--- src/rtl/dvp_config_regbank.sv ---
// rtl/dvp_config_regbank.sv - memory-mapped configuration register bank for the DVP block
// Independent AW/W holders feed a single-outstanding write path; the read path runs alongside it.
module dvp_config_regbank #(
   parameter logic [31:0]         BASE_ADDR  = 32'h4000_0000,
   parameter int                  REG_NUM    = 4,
   parameter int                  REG_STRIDE = 4,
   parameter int                  DATA_W     = 32,
   parameter int                  ADDR_W     = 32,
   parameter int                  MST_ID_W   = 5,
   parameter logic [REG_NUM-1:0]  RO_MASK    = '0,
   parameter logic [DATA_W-1:0]   CONF_RST   = '0
) (
   input  logic                        clk,
   input  logic                        rst_n,
   input  logic [MST_ID_W-1:0]         m_awid_i,
   input  logic [ADDR_W-1:0]           m_awaddr_i,
   input  logic                        m_awvalid_i,
   output logic                        m_awready_o,
   input  logic [DATA_W-1:0]           m_wdata_i,
   input  logic [DATA_W/8-1:0]         m_wstrb_i,
   input  logic                        m_wvalid_i,
   output logic                        m_wready_o,
   output logic [MST_ID_W-1:0]         m_bid_o,
   output logic [1:0]                  m_bresp_o,
   output logic                        m_bvalid_o,
   input  logic                        m_bready_i,
   input  logic [MST_ID_W-1:0]         m_arid_i,
   input  logic [ADDR_W-1:0]           m_araddr_i,
   input  logic                        m_arvalid_i,
   output logic                        m_arready_o,
   output logic [MST_ID_W-1:0]         m_rid_o,
   output logic [DATA_W-1:0]           m_rdata_o,
   output logic [1:0]                  m_rresp_o,
   output logic                        m_rvalid_o,
   input  logic                        m_rready_i,
   output logic [REG_NUM*DATA_W-1:0]   conf_o,
   input  logic [REG_NUM*DATA_W-1:0]   sts_i,
   output logic [REG_NUM-1:0]          conf_upd_o
);
   localparam int STRB_W = DATA_W / 8;
   localparam int IDX_W  = (REG_NUM > 1) ? $clog2(REG_NUM) : 1;

   typedef enum logic {W_IDLE, W_RESP} w_state_e;
   typedef enum logic {R_IDLE, R_RESP} r_state_e;

   w_state_e                   w_state_q, w_state_d;
   r_state_e                   r_state_q, r_state_d;
   logic                       aw_full_q, aw_full_d;
   logic [MST_ID_W-1:0]        aw_id_q, aw_id_d;
   logic [ADDR_W-1:0]          aw_addr_q, aw_addr_d;
   logic                       w_full_q, w_full_d;
   logic [DATA_W-1:0]          w_data_q, w_data_d;
   logic [STRB_W-1:0]          w_strb_q, w_strb_d;
   logic [REG_NUM*DATA_W-1:0]  conf_q, conf_d, conf_view;
   logic [REG_NUM-1:0]         conf_upd_q, conf_upd_d;
   logic [MST_ID_W-1:0]        bid_q, bid_d;
   logic [1:0]                 bresp_q, bresp_d;
   logic [MST_ID_W-1:0]        rid_q, rid_d;
   logic [DATA_W-1:0]          rdata_q, rdata_d;
   logic [1:0]                 rresp_q, rresp_d;
   logic                       w_hit, r_hit;
   logic [IDX_W-1:0]           w_idx, r_idx;

   function automatic logic [IDX_W:0] decode(input logic [ADDR_W-1:0] addr);
      logic [IDX_W:0] res;
      res = '0;
      for (int i = 0; i < REG_NUM; i++) begin
         if (addr == ADDR_W'(BASE_ADDR) + ADDR_W'(i * REG_STRIDE)) res = {1'b1, IDX_W'(i)};
      end
      return res;
   endfunction

   // Read-only slots expose the live status input instead of their (unused) storage.
   for (genvar g = 0; g < REG_NUM; g++) begin : g_view
      assign conf_view[g*DATA_W +: DATA_W] = RO_MASK[g] ? sts_i[g*DATA_W +: DATA_W]
                                                        : conf_q[g*DATA_W +: DATA_W];
   end

   always_comb begin
      w_state_d  = w_state_q;
      aw_full_d  = aw_full_q;
      aw_id_d    = aw_id_q;
      aw_addr_d  = aw_addr_q;
      w_full_d   = w_full_q;
      w_data_d   = w_data_q;
      w_strb_d   = w_strb_q;
      conf_d     = conf_q;
      conf_upd_d = '0;
      bid_d      = bid_q;
      bresp_d    = bresp_q;
      {w_hit, w_idx} = '0;
      if (m_awvalid_i && !aw_full_q) begin
         aw_full_d = 1'b1;
         aw_id_d   = m_awid_i;
         aw_addr_d = m_awaddr_i;
      end
      if (m_wvalid_i && !w_full_q) begin
         w_full_d = 1'b1;
         w_data_d = m_wdata_i;
         w_strb_d = m_wstrb_i;
      end
      case (w_state_q)
         // Commit on the edge that completes the pair, so B appears the cycle after the last beat.
         W_IDLE: if (aw_full_d && w_full_d) begin
            w_state_d      = W_RESP;
            bid_d          = aw_id_d;
            {w_hit, w_idx} = decode(aw_addr_d);
            if (!w_hit) begin
               bresp_d = 2'b11;
            end else if (RO_MASK[w_idx]) begin
               bresp_d = 2'b10;
            end else begin
               bresp_d           = 2'b00;
               conf_upd_d[w_idx] = 1'b1;
               for (int k = 0; k < STRB_W; k++) begin
                  if (w_strb_d[k]) conf_d[w_idx*DATA_W + k*8 +: 8] = w_data_d[k*8 +: 8];
               end
            end
         end
         W_RESP: if (m_bready_i) begin
            w_state_d = W_IDLE;
            aw_full_d = 1'b0;
            w_full_d  = 1'b0;
         end
         default: w_state_d = W_IDLE;
      endcase
   end

   always_comb begin
      r_state_d = r_state_q;
      rid_d     = rid_q;
      rdata_d   = rdata_q;
      rresp_d   = rresp_q;
      {r_hit, r_idx} = '0;
      case (r_state_q)
         // conf_view is pre-commit here, so a same-cycle write to the same register is not seen.
         R_IDLE: if (m_arvalid_i) begin
            r_state_d      = R_RESP;
            rid_d          = m_arid_i;
            {r_hit, r_idx} = decode(m_araddr_i);
            rdata_d        = r_hit ? conf_view[r_idx*DATA_W +: DATA_W] : '0;
            rresp_d        = r_hit ? 2'b00 : 2'b11;
         end
         R_RESP: if (m_rready_i) r_state_d = R_IDLE;
         default: r_state_d = R_IDLE;
      endcase
   end

   always_ff @(posedge clk or negedge rst_n) begin
      if (!rst_n) begin
         w_state_q  <= W_IDLE;
         r_state_q  <= R_IDLE;
         aw_full_q  <= 1'b0;
         aw_id_q    <= '0;
         aw_addr_q  <= '0;
         w_full_q   <= 1'b0;
         w_data_q   <= '0;
         w_strb_q   <= '0;
         conf_q     <= {REG_NUM{CONF_RST}};
         conf_upd_q <= '0;
         bid_q      <= '0;
         bresp_q    <= '0;
         rid_q      <= '0;
         rdata_q    <= '0;
         rresp_q    <= '0;
      end else begin
         w_state_q  <= w_state_d;
         r_state_q  <= r_state_d;
         aw_full_q  <= aw_full_d;
         aw_id_q    <= aw_id_d;
         aw_addr_q  <= aw_addr_d;
         w_full_q   <= w_full_d;
         w_data_q   <= w_data_d;
         w_strb_q   <= w_strb_d;
         conf_q     <= conf_d;
         conf_upd_q <= conf_upd_d;
         bid_q      <= bid_d;
         bresp_q    <= bresp_d;
         rid_q      <= rid_d;
         rdata_q    <= rdata_d;
         rresp_q    <= rresp_d;
      end
   end

   assign m_awready_o = !aw_full_q;
   assign m_wready_o  = !w_full_q;
   assign m_bvalid_o  = (w_state_q == W_RESP);
   assign m_bid_o     = bid_q;
   assign m_bresp_o   = bresp_q;
   assign m_arready_o = (r_state_q == R_IDLE);
   assign m_rvalid_o  = (r_state_q == R_RESP);
   assign m_rid_o     = rid_q;
   assign m_rdata_o   = rdata_q;
   assign m_rresp_o   = rresp_q;
   assign conf_o      = conf_view;
   assign conf_upd_o  = conf_upd_q;
endmodule
--- config.mk ---
export PLATFORM = sky130hd
export DESIGN_NAME = dvp_config_regbank
export DESIGN_NICKNAME = d
export VERILOG_FILES = /design/src/rtl/dvp_config_regbank.sv
export SDC_FILE = /design/constraint.sdc
export NUM_CORES = 1
export LEC_CHECK = 0
export ABC_AREA = 1
export ABC_CLOCK_PERIOD_IN_PS = 3200
export BUFFER_PORTS_ARGS = -buffer_cell sky130_fd_sc_hd__buf_2
export CORE_AREA = 2 2 165 167
export CTS_BUF_LIST = sky130_fd_sc_hd__clkbuf_8
export DETAILED_ROUTE_END_ITERATION = 10
export DIE_AREA = 0 0 167 169
export PLACE_DENSITY = 0.84
export SYNTH_ARGS = -nofsm -noshare
export SYNTH_HDL_FRONTEND = slang
export SYNTH_SLANG_ARGS = --single-unit
--- constraint.sdc ---
create_clock -name clk -period 3.2 [get_ports clk]
set_input_delay 0 -clock clk [delete_from_list [all_inputs] [get_ports clk]]
set_output_delay 0 -clock clk [all_outputs]
set_load 0.02 [all_outputs]
* After elaboration in Yosys (flattened, before gate mapping)
Cells that the tools add are included.
** Cells by class
- Add/sub/neg operators :: 7
- Multipliers :: 0
- Div/mod/pow operators :: 0
- Magnitude comparators :: 2
- Equal/unequal tests :: 8
- Shift operators :: 9
- Multiplexer cells :: 60
- Bitwise logic cells :: 3
- Reduce and logical (&&, ||, !) cells :: 9
** Operator list (count)
- 2-to-1 mux 128 bit :: 16
- bitwise mux 128 bit :: 4
- variable shift 8 x 34 -> 128 bit (first input constant) :: 4
- variable part select 8 x 34 -> 128 bit :: 4
- equality test 32 x 31 -> 1 bit (second input constant) :: 8
- variable part select 128 x 8 -> 32 bit :: 1
- negation 8 -> 34 bit :: 3
- 2-to-1 mux 32 bit :: 3
- 2-to-1 mux 3 bit :: 12
- negation 7 -> 34 bit :: 1
- 2-to-1 mux 4 bit :: 5
- adder 7 x 5 -> 8 bit (second input constant) :: 2
- 2-to-1 mux 1 bit :: 12
- adder 7 x 4 -> 8 bit (second input constant) :: 1
- 2-to-1 mux 2 bit :: 3
- 2-to-1 mux 5 bit :: 1
- logical AND 1 bit :: 4
- case mux 1 bit (2 select lines) :: 2
- AND reduction 2 bit :: 2
- AND reduction 4 bit :: 1
- < comparator 2 x 3 -> 1 bit (second input constant) :: 1
- NOT 1 bit :: 3
- binary-select mux 1 bit (select 2 bit) :: 1
- demux 1 bit (select 2 bit) :: 1
- 2 further kinds :: 3
** Word-level totals
- Flip-flop bits (word level) :: 255
- Bits in latches :: 0
- Bits in writable memories :: 0
- ROM bits :: 0
- Logic and storage cells :: 113
- Memories :: 0

* Depth between registers and ports, before layout
Gate-level depths: netlist (run 1).
- Depth in word-level cells :: 32
- Mapped depth :: 20
- Gate-level depth less buffers :: 18

* Least setup slack after synthesis (run 1)
OpenSTA, ideal clock, no wires.
- Path type :: reg2reg
- Start :: register aw_full_q
- End :: register conf_q[64] (netlist: conf_o[64])
- Library setup time :: 0.065 ns
- Arrival time :: 2.885 ns
- Data required time :: 3.135 ns
- Path slack :: 0.250 ns
- Cell stages (with the launch flop) :: 20
- Clock period less this slack :: 2.950 ns
- Cell sequence :: dfrtp_1 > inv_2 > buf_2 > nand3b_1 > nand2_1 > nand2_1 > nor2_1 > nand2_2 > nor2_1 > nand2_1 > buf_2 > nand2_2 > inv_1 > ha_1 > clkbuf_1 > nor2_1 > nand3_1 > nor2_1 > nand4_1 > nand2_1
** On the way
- Longest elaborated chain between the ends :: 31
- Elaborated cells between the ends (all ways) :: 54
** RTL lines
- start: declaration :: line 48 : logic aw_full_q, aw_full_d;
- start signal: assignment :: line 169 : aw_full_q <= aw_full_d;
- logical NOT 1 bit *
- named net m_awready_o :: line 18 : output logic m_awready_o,
- logical AND 1 bit * :: line 92 : if (m_awvalid_i && !aw_full_q) begin
- 2-to-1 mux 32 bit :: line 92
- equality test 32 x 31 -> 1 bit :: line 68 : if (addr == ADDR_W'(BASE_ADDR) + ADDR_W'(i * REG_STRIDE)) res = {1'b1, IDX_W'(i)};
- 2-to-1 mux 3 bit (3 in a row) :: line 68
- 2-to-1 mux 3 bit :: line 104 : W_IDLE: if (aw_full_d && w_full_d) begin
- 2-to-1 mux 3 bit :: line 102 : case (w_state_q)
- [14 not listed]
- bitwise mux 128 bit :: line 116 : if (w_strb_d[k]) conf_d[w_idx*DATA_W + k*8 +: 8] = w_data_d[k*8 +: 8];
- 2-to-1 mux 128 bit :: line 116
- 2-to-1 mux 128 bit :: line 110 : end else if (RO_MASK[w_idx]) begin
- 2-to-1 mux 128 bit :: line 108 : if (!w_hit) begin
- 2-to-1 mux 128 bit :: line 104
- 2-to-1 mux 128 bit :: line 102
- bitwise mux 128 bit :: line 116
- 2-to-1 mux 128 bit :: line 116
- end signal: assignment :: line 159 : conf_q <= {REG_NUM{CONF_RST}};
- end signal: assignment :: line 175 : conf_q <= conf_d;
- end: declaration :: line 54 : logic [REG_NUM*DATA_W-1:0] conf_q, conf_d, conf_view;
Mark *: on every way through the listed nets, which the timed path passes. The rest lies on a longest branch. The select of a mux whose other input is x is not followed.
A chain may end at the register's enable or synchronous reset.

* Final worst setup path (run 1)
- Start :: register aw_full_q
- End :: register conf_q[68] (netlist: conf_o[68])
** On the way
- Longest elaborated chain between the ends :: 31
- Elaborated cells between the ends (all ways) :: 54
** RTL lines (line)
- logical NOT 1 bit :: 92
- logical AND 1 bit :: 92
- 2-to-1 mux 32 bit :: 92
- equality test 32 x 31 -> 1 bit :: 68
- 2-to-1 mux 3 bit (3 in a row) :: 68
- 2-to-1 mux 3 bit :: 104
- 2-to-1 mux 3 bit :: 102
- negation 7 -> 34 bit :: 116
- [13 not listed]
- bitwise mux 128 bit :: 116
- 2-to-1 mux 128 bit :: 116
- 2-to-1 mux 128 bit :: 110
- 2-to-1 mux 128 bit :: 108
- 2-to-1 mux 128 bit :: 104
- 2-to-1 mux 128 bit :: 102
- bitwise mux 128 bit :: 116
- 2-to-1 mux 128 bit :: 116
Several ways; a longest one is shown, not always the timed one. The select of a mux whose other input is x is not followed.

==> results summary, run 1 <==
The flow ran to the end, and the final reports show no timing, DRC or antenna violations. The sum of internal, switching and leakage power is 9.37 mW. The total wire length after detailed routing is 42.5 mm. The share of synthesized flip-flops with an asynchronous set or reset is 100%. The first global-routing pass estimated 67.0 mm of wire.

The share of layout cells above drive strength 1 is 21.3%. The upper clock frequency limit is 330 MHz. The clock network burns 32.0% of the power. The switching portion of total power is 34.8%. The number of nets in the synthesized netlist came out at 1984. The slew at the pin closest to its max-slew limit is 0.771 ns. The type of the worst setup path is register to register. The core outline area is 26500 µm². The final cycle utilization of the critical path came out at 94.7%. Walking the worst path, the cells encountered are inv_4, buf_8, nand3b_1, nand2_1, nand2_1, nor2_1, nand2_1, nor2_4, buf_4, nand2_2, nand2_4, inv_2, ha_2, inv_1, nor2_2, nand3_4, nor2_2, nand4_1, nand2_1. The power per standard cell area is 561 nW/µm². The CTS tree is yes.

The xor and xnor fraction of the mapped netlist area came out at 0%. The worst endpoint required time is 3.69 ns. The most used flip-flop cell after synthesis is dfrtp_1. The detail route stage leaves a number of antenna-violating nets equal to 0. The overall global routing resource usage is 29.3%.

STA classifies the critical path startpoint as a register. The DRC violations left is 0. The internal power component came out at 6.11 mW. The final critical path time including I/O delays and setup came out at 3.03 ns.

Of the total synthesized cell area, the portion taken by AND, OR, NAND and NOR gates is 35.9%. In the synthesized netlist, mux cells make up 0.173% of the area. The number of antenna violations at the first check in global routing came out at 0.

The routed layout has 13400 vias. The part of the Yosys area used for sequential elements is 48.6%. The last weighted congestion value of the routability-driven placer came out at 0.850. The count of yosys warnings during synthesis came out at 0.

The relative slew slack came out at 48.6%. The y dimension of the die came out at 169 µm. The maximum number of pins on one net before global-route repair came out at 98. The leakage component of the power is 9.45 nW. For this run the aggregate overflow at the end of global routing stands at 0. The number of antenna cells inserted came out at 0. The count of cell types in the netlist came out at 32. In the final routed layout, each cell accounts on average for 17.1 µm.

The leading area contributor after synthesis is dfrtp_1. The die footprint is 28200 µm². The number of endpoints with negative hold slack in the final report came out at 0.

The max-slew violation total from the final report came out at 0. The gate count after technology mapping is 1735. Summing the areas of all compound-gate instances in the mapped netlist gives 4.29% of the synthesized area.

The critical-path maximum fanout came out at 20. The via count of the first global-routing pass is 13300. After clock tree synthesis, the clock-pin slew on the worst setup and hold paths is 0.06 ns.

The number of placement rows came out at 60. The synthesized design devotes to its leading area cell type 48.6% of total area. The CTS buffer count came out at 44. The source-to-sink clock delay at the later pin of the worst-skew pair came out at 0.57 ns.

The die outline width is 167 µm. The effective utilization at floorplan came out at 49.2%. The total number of clock tree sinks came out at 253. The cell sitting at the root of the clock tree is a clkbuf_8. In this run the worst hold path is classified as primary input to async pin. Among the stages of the critical path, the cell type that occurs most often is nand2_1. In the post-synthesis netlist, the cell with the most instances is nand2_1.

At the end of the flow, the number of nets in the layout was 2353. The violation count after the first detailed-route iteration came out at 1189. The maximum number of buffers from clock root to sink came out at 3. The average instance area after synthesis came out at 7.52 µm².

The delay of the slowest cell on the worst path came out at 0.45 ns. The worst slack on hold paths came out at 0.0887 ns. The number of flops mapped to enable cells by yosys is 0. The sequential fraction of design power came out at 41.6%. The cell with the biggest individual delay on the critical path is dfrtp_2. The count of filler cells inserted in the layout is 2124. From synthesis to final layout, the design area changed by 28.2%. The utilization of the core after routing is 63.1%. The largest clock skew in the final design is 0.0354 ns. The placed wire-length estimate came out at 26.4 mm. The average via count per standard cell is 5.40. The count of port buffers added during placement came out at 299.

The total standard cell area after synthesis is 13000 µm². The number of max-capacitance violations reported came out at 0. Setup violations remaining at the end of the flow were counted as 0. In this run, synthesis produced a sequential element count of 253. After synthesis, the most frequently instantiated cells are 601 x nand2_1, 253 x dfrtp_1, 226 x inv_1. By area the synthesized netlist is led by dfrtp_1 49%, nand2_1 17%, inv_1 6.5%, nor2_1 5.0%, nand4_1 4.8%. The H-tree depth reported by CTS came out at 2. By area, the combinational part of the netlist is dominated by simple AND/OR/NAND/NOR gates. The combinational power share came out at 26.4%.

The detailed-routing iteration count for the pre-antenna-repair pass is 6. Summed over all nets, the switching power comes to 3.26 mW. The kind of end point of the critical path is a register.

The number of top-level pins came out at 428. The fraction of the mapped netlist area in adder cells came out at 0.384%. The data arrival time of the critical path is 3.52 ns.

The peak supply drop came out at 0.000628 V.
[routing by layer]
layer	GRT usage, %	part of all wire [%]	routed length, µm
met5	0	0	0
met4	16.4	5.0	2130
met3	6.80	8.0	3420
met2	48.9	48	20500
met1	35.2	39	16400
[kinds of logic after synthesis]
family | count (synthesis)
simple gates | 1039
flops | 253
fa+ha+maj | 4
buf+inv | 329
mux | 2
compound gates | 108
[layout by cell type, fill, tap and decap left out, types with 2 or more instances in the layout]
cell,count
inv_2,5
clkinvlp_4,2
nor2_1,168
nand2_4,4
nor4_1,4
buf_6,2
dfrtp_1,252
nand2_1,597
nor2_4,7
clkinv_2,5
buf_2,298
ha_2,2
nor3_1,4
nand3_2,5
buf_8,2
buf_4,25
o21ai_1,5
dlygate4sd3_1,87
nand3_1,76
and2_1,5
nand4_4,9
nand4_1,99
buf_12,6
a31oi_1,5
o22ai_1,8
inv_1,241
o21ai_0,86
nor2_2,8
clkbuf_8,59
nand3b_1,45
nand2_2,6
mux2_2,2
[area by class of cell]
class | count | area (µm²) | area share (%)
flip-flops and latches | 253 | 6330 | 37.9
multi-input cells | 1154 | 5450 | 32.6
repair buffers | 420 | 2720 | 16.3
inverters | 231 | 870 | 5.20
clock buffers | 59 | 812 | 4.86
well taps | 341 | 427 | 2.55
clock inverters | 23 | 100 | 0.599
[sequential cells by signal, indices dropped and copies added, names as in the netlist]
| register | count |
|---|---|
| m_bresp_o | 1 |
| m_rresp_o | 1 |
| w_full_q | 1 |
| aw_id_q | 5 |
| m_rdata_o | 32 |
| aw_full_q | 1 |
| m_rid_o | 5 |
| conf_o | 128 |
| m_rvalid_o | 1 |
| w_strb_q | 4 |
| m_bvalid_o | 1 |
| conf_upd_o | 4 |
| w_data_q | 32 |
| m_bid_o | 5 |
| aw_addr_q | 32 |
[power groups by stage]
stage,Clock [mW],Sequential [mW],Combinational [mW]
floorplan,0,3.96,1.58
global placement,0,3.91,2.12
detailed placement,0,3.93,2.20
CTS,3.03,3.87,2.31
global route,3.18,3.94,2.78
finish,3.00,3.90,2.47
[what timing repair did]
item | in CTS | in global routing
resized for setup | 1 | 23
hold endpoints to repair | 224 | 0
gates cloned | 0 | 1
setup endpoints to repair | 2 | 110
pin swaps | 0 | 4
setup buffers | 0 | 6
hold buffers | 87 | 0
[final timing paths]
| check | cells past startpoint | slack [ns] | startpoint | endpoint |
|---|---|---|---|---|
| setup / recovery | 19 | 0.17 | aw_full_q$_DFF_PN0_ | conf_o[68]$_DFFE_PN0P_ |
| hold / removal | 2 | 0.09 | rst_n | m_rdata_o[13]$_DFFE_PN0P_ |
| min in group clk | 5 | 0.14 | m_wstrb_i[3] | conf_o[61]$_DFFE_PN0P_ |
| max in group asynchronous | 3 | 2.17 | rst_n | conf_o[60]$_DFFE_PN0P_ |
| setup reg to reg | 19 | 0.17 | aw_full_q$_DFF_PN0_ | conf_o[68]$_DFFE_PN0P_ |
| hold reg to reg | 2 | 0.47 | m_rdata_o[16]$_DFFE_PN0P_ | m_rdata_o[16]$_DFFE_PN0P_ |
[worst max-delay path: cells and delay by family (launching register included)]
| kind | cells | cell delay, ns |
|---|---|---|
| fa+ha+maj | 1 | 0.31 |
| buf+inv | 5 | 0.63 |
| flops | 1 | 0.45 |
| simple gates | 13 | 1.54 |
[through the flow]
stage	std cells	area (µm²)	setup slack [ns]	setup TNS, ns
6_report	2481	16700	0.171	0
5_1_grt	2481	16700	-0.0319	-0.119
4_1_cts	2474	16600	0.0176	0
3_5_place_dp	2305	14800	0.0168	0
3_3_place_gp	2305	14800	0.0861	0
2_1_floorplan	1735	13000	0.250	0
(Power assumes the default switching activity.)
==> run 2, diff against run 1 <==
CTS_BUF_LIST = sky130_fd_sc_hd__clkbuf_4 sky130_fd_sc_hd__clkbuf_8   (was sky130_fd_sc_hd__clkbuf_8)
==> run 2 against run 1 <==
- power up 1.8%
- worst hold slack better by 0.0040 ns
- clock skew up 0.0065 ns
- first-iteration DRC count down 1.2%
- cell count about the same
- cell area up 0.35%
- critical path depth down 1
- wire length about the same
- critical path type unchanged
- largest cell class unchanged
- highest routed layer unchanged
==> results summary, run 2 (synthesized netlist as in run 1, its figures left out) <==
The run finished with clean final reports. The placed wire-length estimate came to 26.4 mm (unchanged). The core outline area came out at 26500 µm² (unchanged).

The H-tree depth reported by CTS came to 2 (unchanged). The final number of setup-violating endpoints is 0 (unchanged). The number of max-capacitance violations reported came out at 0 (unchanged). The final critical path time including I/O delays and setup is 3.14 ns (+0.114 ns). The combinational power share came out at 25.8% (-0.6 points). The largest clock skew in the final design is 0.0418 ns (+0.00647 ns). The register clock-pin slew on the reported worst setup and hold paths was 0.07 ns (about the same). The slew at the pin closest to its max-slew limit came out at 0.772 ns (+0.000621 ns).

The remaining antenna violation count is 0 (unchanged). The pre-CTS setup slack is 0.0168 ns (unchanged). The peak supply drop is 0.000606 V (-3.7%). The upper clock frequency limit came out at 318 MHz (-3.6%). The number of antenna violations at the first check in global routing is 0 (unchanged). The maximum number of pins on one net before global-route repair is 98 (unchanged).

The clock network fraction of design power is 33.3% (+1.3 points). The average via count per standard cell is 5.39 (about the same). The source-to-sink clock delay at the later pin of the worst-skew pair came out at 0.57 ns (about the same). The final cycle utilization of the critical path is 98.2% (+3.6 points). The DRC violations left came to 0 (unchanged). In this run the clock root is driven by a clkbuf_8. The average routed wire per standard cell came out at 17.1 µm (-0.10%). The max-slew violation total from the final report is 0 (unchanged). The category of the worst setup path launch point is a register. The switching portion of total power came to 33.9% (-0.82 points). The total number of clock tree sinks is 253 (unchanged). The total wire length after detailed routing is 42.5 mm (about the same). The number of endpoints with negative hold slack in the final report came to 0 (unchanged). The CTS buffer count is 44 (unchanged). The sequential fraction of design power came out at 40.9% (-0.7 points).

The net switching power of the design came out at 3.24 mW (-0.62%). The library cell used most frequently in the layout, excluding fill and tap cells, is nand2_1. The violation count after the first detailed-route iteration came out at 1175 (-1.2%). The critical-path maximum fanout is 20 (unchanged).

The detailed-routing iteration count for the pre-antenna-repair pass is 6 (unchanged). The count of port buffers added during placement is 299 (unchanged). The residual overflow from global routing is 0 (unchanged). The routed via count is 13400 (unchanged). The net count of the finished layout was 2355 (+0.085%). The maximum number of buffers from clock root to sink was 3 (unchanged). The class of the tightest hold or removal check is primary input to async pin. The first-pass GRT wire length came out at 66.6 mm (-0.67%). The internal power component is 6.30 mW (+3.0%). The area growth from synthesis to layout is 28.6%. TritonCTS built the clock tree. The kind of end point of the critical path is a register. The number of top-level pins is 428 (unchanged). The die outline width is 167 µm (unchanged). The worst slack on hold paths is 0.0927 ns (+0.00402 ns).

The last weighted congestion value of the routability-driven placer came out at 0.850 (unchanged). The overall global routing resource usage came to 29.0% (-0.29 points). The y dimension of the die came out at 169 µm (unchanged). The worst setup slack after layout came out at 0.0565 ns (-0.114 ns).

Leaving out fill and tap cells, the most frequent cells in the layout are 597 x nand2_1, 298 x buf_2, 253 x dfrtp_1. The flip-flop count of the largest register, all copies and words added is 128 (unchanged). The power per standard cell area was 569 nW/µm² (+1.4%). The worst endpoint required time came out at 3.67 ns (-0.02 ns).

The number of placement rows is 60 (unchanged). The relative slew slack was 48.6% (about the same). The leakage component of the power came out at 9.45 nW (about the same). The effective utilization at floorplan is 49.2% (unchanged). The number of antenna cells inserted is 0 (unchanged). The data arrival time of the critical path is 3.62 ns (+0.10 ns). The share of layout cells above drive strength 1 came to 22.0% (+0.73 points). The die footprint was 28200 µm² (unchanged). The type of the worst setup path is register to register. The via count of the first global-routing pass came out at 13200 (-0.35%).
run 2: changes by cell type in the layout (fill, tap and decap cells not counted), sizes merged:
cell,before,now
buf,333,335
clkbuf,59,75
inv,247,231
run 2: final cells by class:
cell class / instances / area, µm²
Fill cell: 2102 / 9730
Sequential cell: 253 / 6330
Multi-Input combinational cell: 1154 / 5440
Timing Repair Buffer: 422 / 2730
Clock buffer: 75 / 932
Inverter: 231 / 870
Tap cell: 341 / 427
Clock inverter: 7 / 40.0
run 2: critical path, cell delays in order (launching register included):
cell and delay, ns:
dfrtp_1 0.47, inv_4 0.17, buf_8 0.19, nand3b_1 0.12
nand2_1 0.10, nand2_1 0.09, nor2_1 0.17, nand2_2 0.13
nor2_1 0.18, nand2_2 0.12, nand2_2 0.09, inv_1 0.10
ha_2 0.32, inv_1 0.08, nor2_2 0.18, nand3_4 0.16
nor2_2 0.14, nand4_1 0.13, nand2_1 0.10
run 2: worst paths after layout:
kind,slack (ns),start,endpoint,cells past startpoint
max in group asynchronous,2.18,rst_n,conf_o[60]$_DFFE_PN0P_,3
min in group clk,0.15,m_wstrb_i[3],conf_o[61]$_DFFE_PN0P_,5
max reg2reg,0.06,aw_full_q$_DFF_PN0_,conf_o[65]$_DFFE_PN0P_,18
min reg2reg,0.47,m_rdata_o[16]$_DFFE_PN0P_,m_rdata_o[16]$_DFFE_PN0P_,2
min,0.09,rst_n,m_rdata_o[13]$_DFFE_PN0P_,2
max,0.06,aw_full_q$_DFF_PN0_,conf_o[65]$_DFFE_PN0P_,18
run 2: metal layers:
metal	wire, µm	global-route usage [%]
met4	1800	15.1
met3	3670	6.71
met1	16200	35.1
met5	0	0
met2	20900	48.7
run 2: stage by stage:
step	util, %	cells	total power [mW]	instance area [µm²]	setup TNS, ns
2_1_floorplan	-	1735	5.53	13000	0
3_3_place_gp	55.7	2305	6.02	14800	0
3_5_place_dp	55.7	2305	6.13	14800	0
4_1_cts	62.7	2474	9.41	16600	0
5_1_grt	63.3	2483	10.1	16800	-1.70
6_report	63.3	2483	9.54	16800	0
run 2: power groups by stage:
stage / sequential, mW / combinational (mW) / clock (mW)
2_1_floorplan: 3.96 / 1.58 / 0
3_3_place_gp: 3.91 / 2.12 / 0
3_5_place_dp: 3.93 / 2.20 / 0
4_1_cts: 3.87 / 2.31 / 3.22
5_1_grt: 3.94 / 2.76 / 3.36
6_report: 3.90 / 2.46 / 3.18
run 2: repair_timing:
| item | 4_1_cts | 5_1_grt |
|---|---|---|
| hold buffers | 87 | 0 |
| hold endpoints to repair | 224 | 0 |
| setup endpoints to repair | 2 | 107 |
| cloned | 0 | 1 |
| buffers inserted | 0 | 8 |
| gates resized for setup | 1 | 21 |
| pin swaps | 0 | 4 |
==> run 3, diff against run 2 <==
ABC_CLOCK_PERIOD_IN_PS = 3550   (was 3200)
clock period = 3.55 ns   (was 3.2 ns; I/O delays follow)
==> run 3 against run 2 <==
- sequential share of layout area increased by 0.62 points
- register-to-register slack better by 0.14 ns
- cell count fell by 1.0%
- worst hold slack got worse by 0.033 ns
- critical path depth decreased by 2
- utilization shrank 1.0 points
- first-iteration DRC count is 4.1% lower
- clock power fell by 12%
- critical endpoint is now conf_o[57]$_DFFE_PN0P_
==> results summary, run 3 (synthesized netlist as in run 1, its figures left out) <==
The sequential fraction of design power came out at 41.6% (+0.7 points). The CTS tree is yes. The largest clock skew in the final design is 0.0293 ns (-0.0126 ns). The worst setup path is launched from a register. The number of placement rows came out at 60 (unchanged). The average via count per standard cell came to 5.36 (-0.69%).

The worst endpoint required time came out at 3.97 ns (+0.30 ns). The net count of the finished layout is 2335 (-0.85%). The share of layout cells above drive strength 1 was 20.8% (-1.2 points). The final number of setup-violating endpoints is 0 (unchanged).

The combinational power share was 25.1% (-0.7 points). The slew at the pin closest to its max-slew limit is 0.921 ns (+0.149 ns). The CTS buffer count is 44 (unchanged). The maximum number of buffers from clock root to sink came out at 3 (unchanged). The data arrival time of the critical path came out at 3.77 ns (+0.15 ns). STA classifies the critical path endpoint as a register.

The final cycle utilization of the critical path is 94.4% (-3.8 points). The path class of the tightest hold or removal check is primary input to register. The detailed-routing iteration count for the pre-antenna-repair pass is 5 (-1). The number of max-capacitance violations reported is 0 (unchanged).

The final critical path time including I/O delays and setup came out at 3.35 ns (+0.207 ns). The utilization of the core after routing is 62.3% (-1.0 points). The violation count after the first detailed-route iteration came out at 1127 (-4.1%). The peak supply drop is 0.000458 V (-24%).

The upper clock frequency limit is 298 MHz (-6.2%). The destination of the worst register-to-register timing path is conf_o[57]$_DFFE_PN0P_. The overall global routing resource usage is 29.1% (+0.072 points). The residual overflow from global routing came out at 0 (unchanged). Tracing the worst setup path back leads to its startpoint at aw_full_q$_DFF_PN0_. The critical path endpoint is conf_o[57]$_DFFE_PN0P_. The final total negative setup slack is 0 ns (unchanged). The cell count of the worst reg-to-reg path was 16 (-2). The critical-path maximum fanout is 20 (unchanged). The die outline width came to 167 µm (unchanged). The internal power component is 5.59 mW (-11%).

The leakage component of the power came out at 9.32 nW (-1.3%). The total wire length after detailed routing is 41.9 mm (-1.5%). The pre-CTS setup slack is 0.0746 ns (+0.0578 ns). The number of antenna cells inserted came out at 0 (unchanged).

The area added between synthesis and finish is 26.5%. The sum of internal, switching and leakage power was 8.45 mW (-11%). The max-slew violation total from the final report came to 0 (unchanged).

The net switching power of the design was 2.86 mW (-12%). The flow ran to the end, and the final reports show no timing, DRC or antenna violations. In the layout the commonest cells are 598 x nand2_1, 297 x buf_2, 253 x dfrtp_1. The average routed wire per standard cell came out at 17.0 µm (-0.44%). The number of antenna violations at the first check in global routing was 1 (+1).

The register clock-pin slew on the reported worst setup and hold paths is 0.06 ns (about the same). The library cell used most frequently in the layout, excluding fill and tap cells, is nand2_1. The last weighted congestion value of the routability-driven placer came to 0.873 (+2.7%). The source-to-sink clock delay at the later pin of the worst-skew pair is 0.56 ns (about the same). The die footprint is 28200 µm² (unchanged). The effective utilization at floorplan came out at 49.2% (unchanged). In this run the critical register-to-register path is launched from aw_full_q$_DFF_PN0_. The power per standard cell area is 512 nW/µm² (-10%). The worst setup path is of the register to register kind. The placed wire-length estimate came to 25.9 mm (-1.9%). The DRC violations left came out at 0 (unchanged). The core outline area is 26500 µm² (unchanged). The via count of the first global-routing pass was 12900 (-2.5%). The H-tree depth reported by CTS is 2 (unchanged).

The total number of clock tree sinks is 253 (unchanged). The y dimension of the die came out at 169 µm (unchanged). The remaining antenna violation count is 0 (unchanged). The number of endpoints with negative hold slack in the final report was 0 (unchanged).

The count of port buffers added during placement is 299 (unchanged). The worst setup slack after layout came out at 0.199 ns (+0.143 ns). The switching portion of total power is 33.9% (-0.085 points). The master cell of the clock root buffer is clkbuf_8.

The count of filler cells inserted in the layout is 2207 (+5.0%). Setup repair after global routing left no endpoint under its margin. The setup slack of the worst register-to-register path came out at 0.20 ns (+0.14 ns). The maximum number of pins on one net before global-route repair came out at 106 (+8.2%). The relative slew slack is 38.6% (-10 points). The first-pass GRT wire length is 66.7 mm (+0.12%). The number of top-level pins is 428 (unchanged).

The clock network fraction of design power is 33.3% (about the same). The routed via count was 13200 (-1.7%). The flip-flop count of the largest register, all copies and words added is 128 (unchanged).
==> run 3: layout make-up <==
cell class              instances  area [µm²]  share of cell area, %
repair buffers                403        2550                   15.5
clock inverters                 5        30.0                  0.182
multi-input cells            1153        5390                   32.6
inverters                     231         867                   5.26
flip-flops and latches        253        6330                   38.4
clock buffers                  71         908                   5.51
well taps                     341         427                   2.59
==> run 3: power by group through the flow <==
| stage | sequential [mW] | clock (mW) | combinational [mW] |
|---|---|---|---|
| 2_1_floorplan | 3.57 | 0 | 1.42 |
| 3_3_place_gp | 3.52 | 0 | 1.88 |
| 3_5_place_dp | 3.54 | 0 | 1.96 |
| 4_1_cts | 3.50 | 2.86 | 2.05 |
| 5_1_grt | 3.55 | 3.01 | 2.40 |
| 6_report | 3.51 | 2.81 | 2.12 |
==> run 3: timing repair <==
action / in CTS / in global routing
resized for setup: 0 / 8
setup endpoints to repair: 0 / 106
buffers inserted: 0 / 3
hold buffers: 80 / 0
endpoints found under the hold margin: 227 / 0
==> run 3: per-stage QoR <==
stage	cell area, µm²	hold slack, ns	cells
after global placement	14700	0.112	2298
after floorplan	13000	-0.296	1735
after global routing	16500	0.0496	2457
after detailed placement	14700	0.106	2298
after CTS	16400	0.0208	2454
final	16500	0.0598	2457
==> run 3: critical path, cell delays in order, from the launching register on <==
cell	delay, ns
dfrtp_1	0.45
inv_2	0.16
buf_4	0.27
nand3b_1	0.11
nand2_1	0.11
nand2_1	0.09
nor2_1	0.16
nand2_2	0.12
nor2_1	0.16
nand2_1	0.19
nand2_4	0.18
ha_2	0.20
inv_1	0.10
nor2_1	0.28
nand3_1	0.35
nand2_1	0.19
nand2_1	0.07
==> run 3: how the worst min path moves through the flow <==
| stage | start | cells after the start | end |
|---|---|---|---|
| 3_3_place_gp | rst_n | 1 | conf_o[107]$_DFFE_PN0P_ |
| 5_1_grt | m_arvalid_i | 5 | m_rdata_o[20]$_DFFE_PN0P_ |
| 2_1_floorplan | rst_n | 0 | aw_addr_q[0]$_DFF_PN0_ |
| 3_5_place_dp | rst_n | 1 | m_rdata_o[13]$_DFFE_PN0P_ |
| 4_1_cts | m_arvalid_i | 5 | m_rdata_o[0]$_DFFE_PN0P_ |
| 6_report | m_arvalid_i | 5 | m_rid_o[4]$_DFFE_PN0P_ |
==> run 3: metal layers <==
metal,wire (µm),GRT usage (%)
met1,16200,35.5
met2,20500,49.2
met3,3420,6.31
met4,1750,14.2
met5,13,0
